### src/rtl/ez90_pkg.sv
// eZ90 shared definitions used by the completion-bus (CDB) arbiter.
package ez90_pkg;

  localparam int EZ90_CDB_NUM_SRC = 32'd5;
  localparam int EZ90_CDB_SRC_INT = 32'd0;
  localparam int EZ90_CDB_SRC_BR  = 32'd1;
  localparam int EZ90_CDB_SRC_MD  = 32'd2;
  localparam int EZ90_CDB_SRC_VEC = 32'd3;
  localparam int EZ90_CDB_SRC_MEM = 32'd4;

  localparam int EZ90_CDB_TAG_W  = 32'd6;
  localparam int EZ90_CDB_DATA_W = 32'd32;
  localparam int EZ90_CDB_CNT_W  = 32'd16;
  localparam int EZ90_CDB_SRC_W  = $clog2(EZ90_CDB_NUM_SRC);

  // Default-width view of one CDB entry for downstream consumers.
  typedef struct packed {
    logic [EZ90_CDB_TAG_W-1:0]  tag;
    logic [EZ90_CDB_DATA_W-1:0] data;
    logic                       exc;
    logic [EZ90_CDB_SRC_W-1:0]  src;
  } ez90_cdb_t;

  function automatic logic ez90_multi_hot(input logic [31:0] vec);
    return (vec & (vec - 32'd1)) != 32'd0;
  endfunction

endpackage

### src/rtl/ez90_rr_arbiter.sv
// Combinational rotate-priority encoder: grants the first request at or
// after ptr_i, wrapping from NUM_REQ-1 back to 0.
module ez90_rr_arbiter #(
  parameter  int NUM_REQ = 32'd5,
  localparam int IDX_W   = $clog2(NUM_REQ)
) (
  input  logic [NUM_REQ-1:0] req_i,
  input  logic [IDX_W-1:0]   ptr_i,
  output logic [NUM_REQ-1:0] gnt_o,
  output logic [IDX_W-1:0]   gnt_idx_o,
  output logic               gnt_valid_o
);

  logic [IDX_W-1:0] idx_s;
  logic             hit_s;
  logic             found_s;

  // Walk the requests in rotated order and latch the first hit.
  always_comb begin
    gnt_o     = '0;
    gnt_idx_o = '0;
    idx_s     = '0;
    hit_s     = 1'b0;
    found_s   = 1'b0;
    for (int k = 32'sd0; k < NUM_REQ; k++) begin
      idx_s        = IDX_W'((int'(ptr_i) + k) % NUM_REQ);
      hit_s        = !found_s && req_i[idx_s];
      gnt_o[idx_s] = hit_s;
      gnt_idx_o    = hit_s ? idx_s : gnt_idx_o;
      found_s      = found_s | hit_s;
    end
  end

  assign gnt_valid_o = found_s;

endmodule

### src/rtl/ez90_cdb_arbiter.sv
// eZ90 completion-bus arbiter: grants one FU result per cycle into a
// one-entry CDB stage, round-robin with optional fixed BR priority.
module ez90_cdb_arbiter
  import ez90_pkg::*;
#(
  parameter  int NUM_SRC = EZ90_CDB_NUM_SRC,
  parameter  int TAG_W   = EZ90_CDB_TAG_W,
  parameter  int DATA_W  = EZ90_CDB_DATA_W,
  parameter  bit BR_PRIO = 1'b1,
  parameter  int CNT_W   = EZ90_CDB_CNT_W,
  localparam int SRC_W   = $clog2(NUM_SRC)
) (
  input  logic                      clk,
  input  logic                      rst,
  input  logic                      flush,
  input  logic [NUM_SRC-1:0]        src_valid,
  input  logic [NUM_SRC*TAG_W-1:0]  src_tag,
  input  logic [NUM_SRC*DATA_W-1:0] src_data,
  input  logic [NUM_SRC-1:0]        src_exc,
  output logic [NUM_SRC-1:0]        src_ready,
  output logic                      cdb_valid,
  output logic [TAG_W-1:0]          cdb_tag,
  output logic [DATA_W-1:0]         cdb_data,
  output logic                      cdb_exc,
  output logic [SRC_W-1:0]          cdb_src,
  input  logic                      cdb_ready,
  output logic [CNT_W-1:0]          conflict_cnt
);

  logic [SRC_W-1:0]   rr_ptr_q, rr_ptr_d;
  logic               cdb_valid_q, cdb_valid_d;
  logic [TAG_W-1:0]   cdb_tag_q, cdb_tag_d;
  logic [DATA_W-1:0]  cdb_data_q, cdb_data_d;
  logic               cdb_exc_q, cdb_exc_d;
  logic [SRC_W-1:0]   cdb_src_q, cdb_src_d;
  logic [CNT_W-1:0]   conflict_cnt_q, conflict_cnt_d;

  logic               can_load_s;
  logic               grant_en_s;
  logic               br_win_s;
  logic [NUM_SRC-1:0] rr_gnt_s;
  logic [SRC_W-1:0]   rr_idx_s;
  logic               rr_any_s;
  logic [NUM_SRC-1:0] grant_s;
  logic [SRC_W-1:0]   win_idx_s;
  logic               any_grant_s;
  logic               rr_grant_s;
  logic [TAG_W-1:0]   win_tag_s;
  logic [DATA_W-1:0]  win_data_s;
  logic               win_exc_s;

  ez90_rr_arbiter #(
    .NUM_REQ (NUM_SRC)
  ) u_rr (
    .req_i       (src_valid),
    .ptr_i       (rr_ptr_q),
    .gnt_o       (rr_gnt_s),
    .gnt_idx_o   (rr_idx_s),
    .gnt_valid_o (rr_any_s)
  );

  // A full stage that drains this cycle may be refilled in the same cycle.
  assign can_load_s = !cdb_valid_q || cdb_ready;
  assign grant_en_s = can_load_s && !flush && !rst;
  assign br_win_s   = BR_PRIO && src_valid[EZ90_CDB_SRC_BR];

  // Winner selection: BR override first, otherwise the rotate encoder.
  always_comb begin
    grant_s     = '0;
    win_idx_s   = '0;
    any_grant_s = 1'b0;
    rr_grant_s  = 1'b0;
    if (grant_en_s && br_win_s) begin
      grant_s[EZ90_CDB_SRC_BR] = 1'b1;
      win_idx_s                = SRC_W'(EZ90_CDB_SRC_BR);
      any_grant_s              = 1'b1;
    end else if (grant_en_s && rr_any_s) begin
      grant_s     = rr_gnt_s;
      win_idx_s   = rr_idx_s;
      any_grant_s = 1'b1;
      rr_grant_s  = 1'b1;
    end else begin
      grant_s     = '0;
      any_grant_s = 1'b0;
    end
  end

  assign src_ready = grant_s;

  // One-hot AND-OR mux of the winning source's fields.
  always_comb begin
    win_tag_s  = '0;
    win_data_s = '0;
    win_exc_s  = 1'b0;
    for (int i = 32'sd0; i < NUM_SRC; i++) begin
      win_tag_s  = win_tag_s  | ({TAG_W{grant_s[i]}}  & src_tag[i*TAG_W +: TAG_W]);
      win_data_s = win_data_s | ({DATA_W{grant_s[i]}} & src_data[i*DATA_W +: DATA_W]);
      win_exc_s  = win_exc_s  | (grant_s[i] & src_exc[i]);
    end
  end

  // Only round-robin grants advance the pointer; BR overrides leave it alone.
  always_comb begin
    rr_ptr_d = rr_ptr_q;
    if (rr_grant_s) begin
      rr_ptr_d = (rr_idx_s == SRC_W'(NUM_SRC - 32'sd1)) ? '0 : rr_idx_s + 1'b1;
    end else begin
      rr_ptr_d = rr_ptr_q;
    end
  end

  // Output stage: flush clears valid, a grant loads, a drain clears valid.
  always_comb begin
    cdb_valid_d = cdb_valid_q;
    cdb_tag_d   = cdb_tag_q;
    cdb_data_d  = cdb_data_q;
    cdb_exc_d   = cdb_exc_q;
    cdb_src_d   = cdb_src_q;
    if (flush) begin
      cdb_valid_d = 1'b0;
    end else if (any_grant_s) begin
      cdb_valid_d = 1'b1;
      cdb_tag_d   = win_tag_s;
      cdb_data_d  = win_data_s;
      cdb_exc_d   = win_exc_s;
      cdb_src_d   = win_idx_s;
    end else if (cdb_ready) begin
      cdb_valid_d = 1'b0;
    end else begin
      cdb_valid_d = cdb_valid_q;
    end
  end

  // Saturating count of granted cycles that had competing requesters.
  always_comb begin
    if (any_grant_s && ez90_multi_hot(32'(src_valid)) &&
        (conflict_cnt_q != {CNT_W{1'b1}})) begin
      conflict_cnt_d = conflict_cnt_q + 1'b1;
    end else begin
      conflict_cnt_d = conflict_cnt_q;
    end
  end

  // State registers with synchronous reset.
  always_ff @(posedge clk) begin
    if (rst) begin
      rr_ptr_q       <= '0;
      cdb_valid_q    <= 1'b0;
      cdb_tag_q      <= '0;
      cdb_data_q     <= '0;
      cdb_exc_q      <= 1'b0;
      cdb_src_q      <= '0;
      conflict_cnt_q <= '0;
    end else begin
      rr_ptr_q       <= rr_ptr_d;
      cdb_valid_q    <= cdb_valid_d;
      cdb_tag_q      <= cdb_tag_d;
      cdb_data_q     <= cdb_data_d;
      cdb_exc_q      <= cdb_exc_d;
      cdb_src_q      <= cdb_src_d;
      conflict_cnt_q <= conflict_cnt_d;
    end
  end

  assign cdb_valid    = cdb_valid_q;
  assign cdb_tag      = cdb_tag_q;
  assign cdb_data     = cdb_data_q;
  assign cdb_exc      = cdb_exc_q;
  assign cdb_src      = cdb_src_q;
  assign conflict_cnt = conflict_cnt_q;

endmodule

### config.mk
export PLATFORM = sky130hd
export DESIGN_NAME = ez90_cdb_arbiter
export DESIGN_NICKNAME = d
export VERILOG_FILES = /design/src/rtl/ez90_pkg.sv /design/src/rtl/ez90_rr_arbiter.sv /design/src/rtl/ez90_cdb_arbiter.sv
export SDC_FILE = /design/constraint.sdc
export NUM_CORES = 1
export LEC_CHECK = 0
export CORE_ASPECT_RATIO = 0.9
export CORE_UTILIZATION = 45
export DETAILED_ROUTE_END_ITERATION = 6
export HOLD_SLACK_MARGIN = 0.06
export PLACE_DENSITY = 0.91
export SLEW_MARGIN = 20
export SYNTH_ARGS = -nofsm -noshare
export SYNTH_HDL_FRONTEND = slang
export SYNTH_SLANG_ARGS = --single-unit
### constraint.sdc
create_clock -name clk -period 10.92 [get_ports clk]
set_input_delay 2.184 -clock clk [delete_from_list [all_inputs] [get_ports clk]]
set_output_delay 2.184 -clock clk [all_outputs]
set_load 0.1 [all_outputs]
==> flow_metrics.tcl <==
set metrics [dict create \
    status "complete, no violations" \
    ant_nets 0 \
    synthToLayoutAreaGrowth_pct 55.4 \
    synthDistinctLibCells 80 \
    reg2reg_depth 16 \
    syn_inst 704 \
    cts_root_buffer "clkbuf_16" \
    dieArea_um2 12400 \
    ys_async_sr_fraction_pct 0 \
    max_slew_margin_pct 27.5 \
    avgSynthCellArea_um2 7.63 \
    place.port_buffers 267 \
    worst_pin_slew_ps 1080 \
    cts_buffers 9 \
    cp-end-kind "primary output" \
    syn-num-nets 926 \
    crit_family "buffers and inverters" \
    finalSetupViolations 0 \
    slew_viol_final 0 \
    final_area_um2 8340 \
    path_buf_inv 3 \
    cp_max_fo 21 \
    via_count 6727 \
    coreArea_um2 11500 \
    syn-cell-area_um2 5370 \
    cts_resized 0 \
    finalCritPeriodShare_pct 81.6 \
    die_x_um 117 \
    finClkSkew_ps 10.0 \
    gp_congestion 0.965 \
    initial_core_util_pct 46.6 \
    cp.required_ps 8740 \
    irDropWorstVdd_uv 135 \
    grt_pass1_vias 6218 \
    hold_viol 0 \
    drc 0 \
    cp_num_cells 14 \
    ys_ff_latch 62 \
    grt_usage_pct 36.1 \
    grt_max_degree 62 \
    drt-pass1-iter-count 5 \
    grt_pass1_wl_mm 33.9 \
    rows 37 \
    min_path_type "register to register" \
    path_clk_slew_ps 60 \
    cts_sinks 62 \
    fmax_mhz 112 \
    cap_violations 0 \
    drive_above_1_share_pct 4.91 \
    post-cts-setup-buffers 0 \
    reg2reg_setup_slack_ps 4580 \
    path_class "register to primary output" \
    n_antenna_cell 0 \
    r2r_end "cdb_tag[3]" \
    crit_chain "inv_1 > ha_1 > inv_1 > ha_1 > or3_1 > o211ai_1 > xor2_1 > o32a_1 > nor3_1 > a221o_1 > nor3_1 > or2_1 > a2111oi_4 > clkdlybuf4s50_1" \
    rr_startpoint "rr_ptr_q[1]" \
    cts_hold_buf 0 \
    critPathLaunch "rr_ptr_q[1]" \
    slowest_delay_ps 1190 \
    via_per_inst 6.16 \
    insertion_delay_ps 330 \
    die_h_um 106 \
    grt_overflow 0 \
    antenna_found_initial 0 \
    arrival_ps 6720 \
    finalNetCount 1154 \
    ys_warn_count 0 \
    htreeDepth 3 \
    nFillCells 916 \
    synth-edff-count 0 \
    totalNegativeSetupSlack_ps 0 \
    ioPinCount 268 \
    yosysSeqAreaShare_pct 23.1 \
    slowest_stage "clkdlybuf4s50_1" \
    wl_mm 22.7 \
    p_leak_nw 2.90 \
    wl_per_cell_um 20.8 \
    endpoint "src_ready[3]" \
    cts_tree "yes" \
    dp_hpwl_mm 16.9 \
    fin_crit_ps 8910 \
    rsz0062_at_grt "false" \
    ys.flop_type "dfxtp_1" \
    crit_path_start_kind "register" \
    dpl_cell_area_um2 8070 \
    p_per_area_nw_per_um2 225 \
    clockBufferDepth 2 \
    drtIter0Drc 767 \
]
[power by group]
group	internal, mW	switching (mW)	total, mW
Clock	0.164	0.108	0.273
Sequential	0.253	0.0217	0.275
Combinational	0.448	0.883	1.33
[metal layers]
| metal | vias to the layer above | track usage (%) | routed length (um) |
|---|---|---|---|
| li1 | 3174 | - | - |
| met3 | 54 | 12.0 | 2300 |
| met5 | - | 0 | 0 |
| met4 | 0 | 15.3 | 856 |
| met1 | 3151 | 46.0 | 9530 |
| met2 | 348 | 55.3 | 10100 |
[sequential cells by signal (all words and copies together) (netlist names)]
name	cells
conflict_cnt	16
cdb_data	32
cdb_valid	1
cdb_exc	1
cdb_src	3
rr_ptr_q	3
cdb_tag	6
[how the worst min path moves through the flow]
| stage | start | endpoint | depth (start not counted) |
|---|---|---|---|
| global route | cdb_data[16] | cdb_data[16] | 2 |
| detailed placement | cdb_data[14] | cdb_data[14] | 2 |
| CTS | cdb_data[14] | cdb_data[14] | 2 |
| global placement | cdb_src[0] | cdb_src[0] | 2 |
| finish | cdb_data[14] | cdb_data[14] | 2 |
| floorplan | rr_ptr_q[2] | rr_ptr_q[2] | 3 |
[cell families (layout without fill, tap and decap cells)]
group | Yosys count | in the layout | share of synthesized area [%]
fa+ha+maj | 19 | 19 | 4.38
xor+xnor | 17 | 17 | 2.91
flops | 62 | 62 | 23.1
compound gates | 243 | 243 | 35.7
mux | 19 | 19 | 3.66
simple gates | 267 | 267 | 23.7
buf+inv | 77 | 309 | 6.48
[cell usage in the layout, fill, tap and decap left out, types with 6 or more instances in the layout]
master,synthesis,layout
clkdlybuf4s50_1,0,266
nand2_1,81,81
nor2_1,82,80
dfxtp_1,62,62
a22oi_1,44,44
a221oi_1,43,43
a311oi_1,39,39
o21ai_0,27,27
inv_1,18,18
ha_1,18,18
nand3_1,16,16
a21oi_1,15,15
nor3_1,14,14
mux2i_1,14,14
nand2b_1,12,12
xor2_1,10,10
or3_1,9,9
clkbuf_16,0,9
buf_4,0,9
nor2b_1,8,8
o211ai_1,7,7
a31oi_1,7,7
and3_1,7,7
and2_1,6,6
xnor2_1,6,6
[final cells by class]
cell class	count	area (um2)	area share, %
clock buffer	12	256	3.07
multi-input combinational	565	3830	45.9
clock inverter	3	20.0	0.240
inverter	18	67.6	0.810
timing repair buffer	276	2740	32.8
sequential	62	1240	14.9
tap	156	195	2.34
[cells in the mapped netlist (5+ instances only)]
library cell	count	area, um2
a21oi_1	15	75.1
a221oi_1	43	377
a22oi_1	44	330
a311oi_1	39	342
a31oi_1	7	43.8
and2_1	6	37.5
and3_1	7	43.8
buf_2	11	55.1
buf_6	6	67.6
clkbuf_1	40	150
dfxtp_1	62	1240
ha_1	18	225
inv_1	18	67.6
mux2_2	5	56.3
mux2i_1	14	140
nand2_1	81	304
nand2b_1	12	75.1
nand3_1	16	80.1
nand4_1	5	31.3
nor2_1	82	308
nor2b_1	8	50.1
nor3_1	14	70.1
nor4_1	5	31.3
o211ai_1	7	52.6
o21ai_0	27	135
o22ai_1	5	31.3
or3_1	9	56.3
xnor2_1	6	52.6
xor2_1	10	87.6
[tightest hold or removal path, stage by stage (launching register included)]
cell      delay (ps)
dfxtp_1          310
nor2_1            90
a311oi_1          50
[through the flow]
step                      hold slack [ps]  setup WS (ps)  power [mW]  utilization (%)  std cells
after floorplan                       816           3190        1.23                -        704
after global placement                476           2500        1.58             70.0       1077
after detailed placement              491           2510        1.58             70.0       1077
after CTS                             497           2150        1.86             72.4       1092
after global routing                  519           1650        1.98             72.4       1092
final                                 496           2010        1.88             72.4       1092
Power figures use the tool's default switching activity.
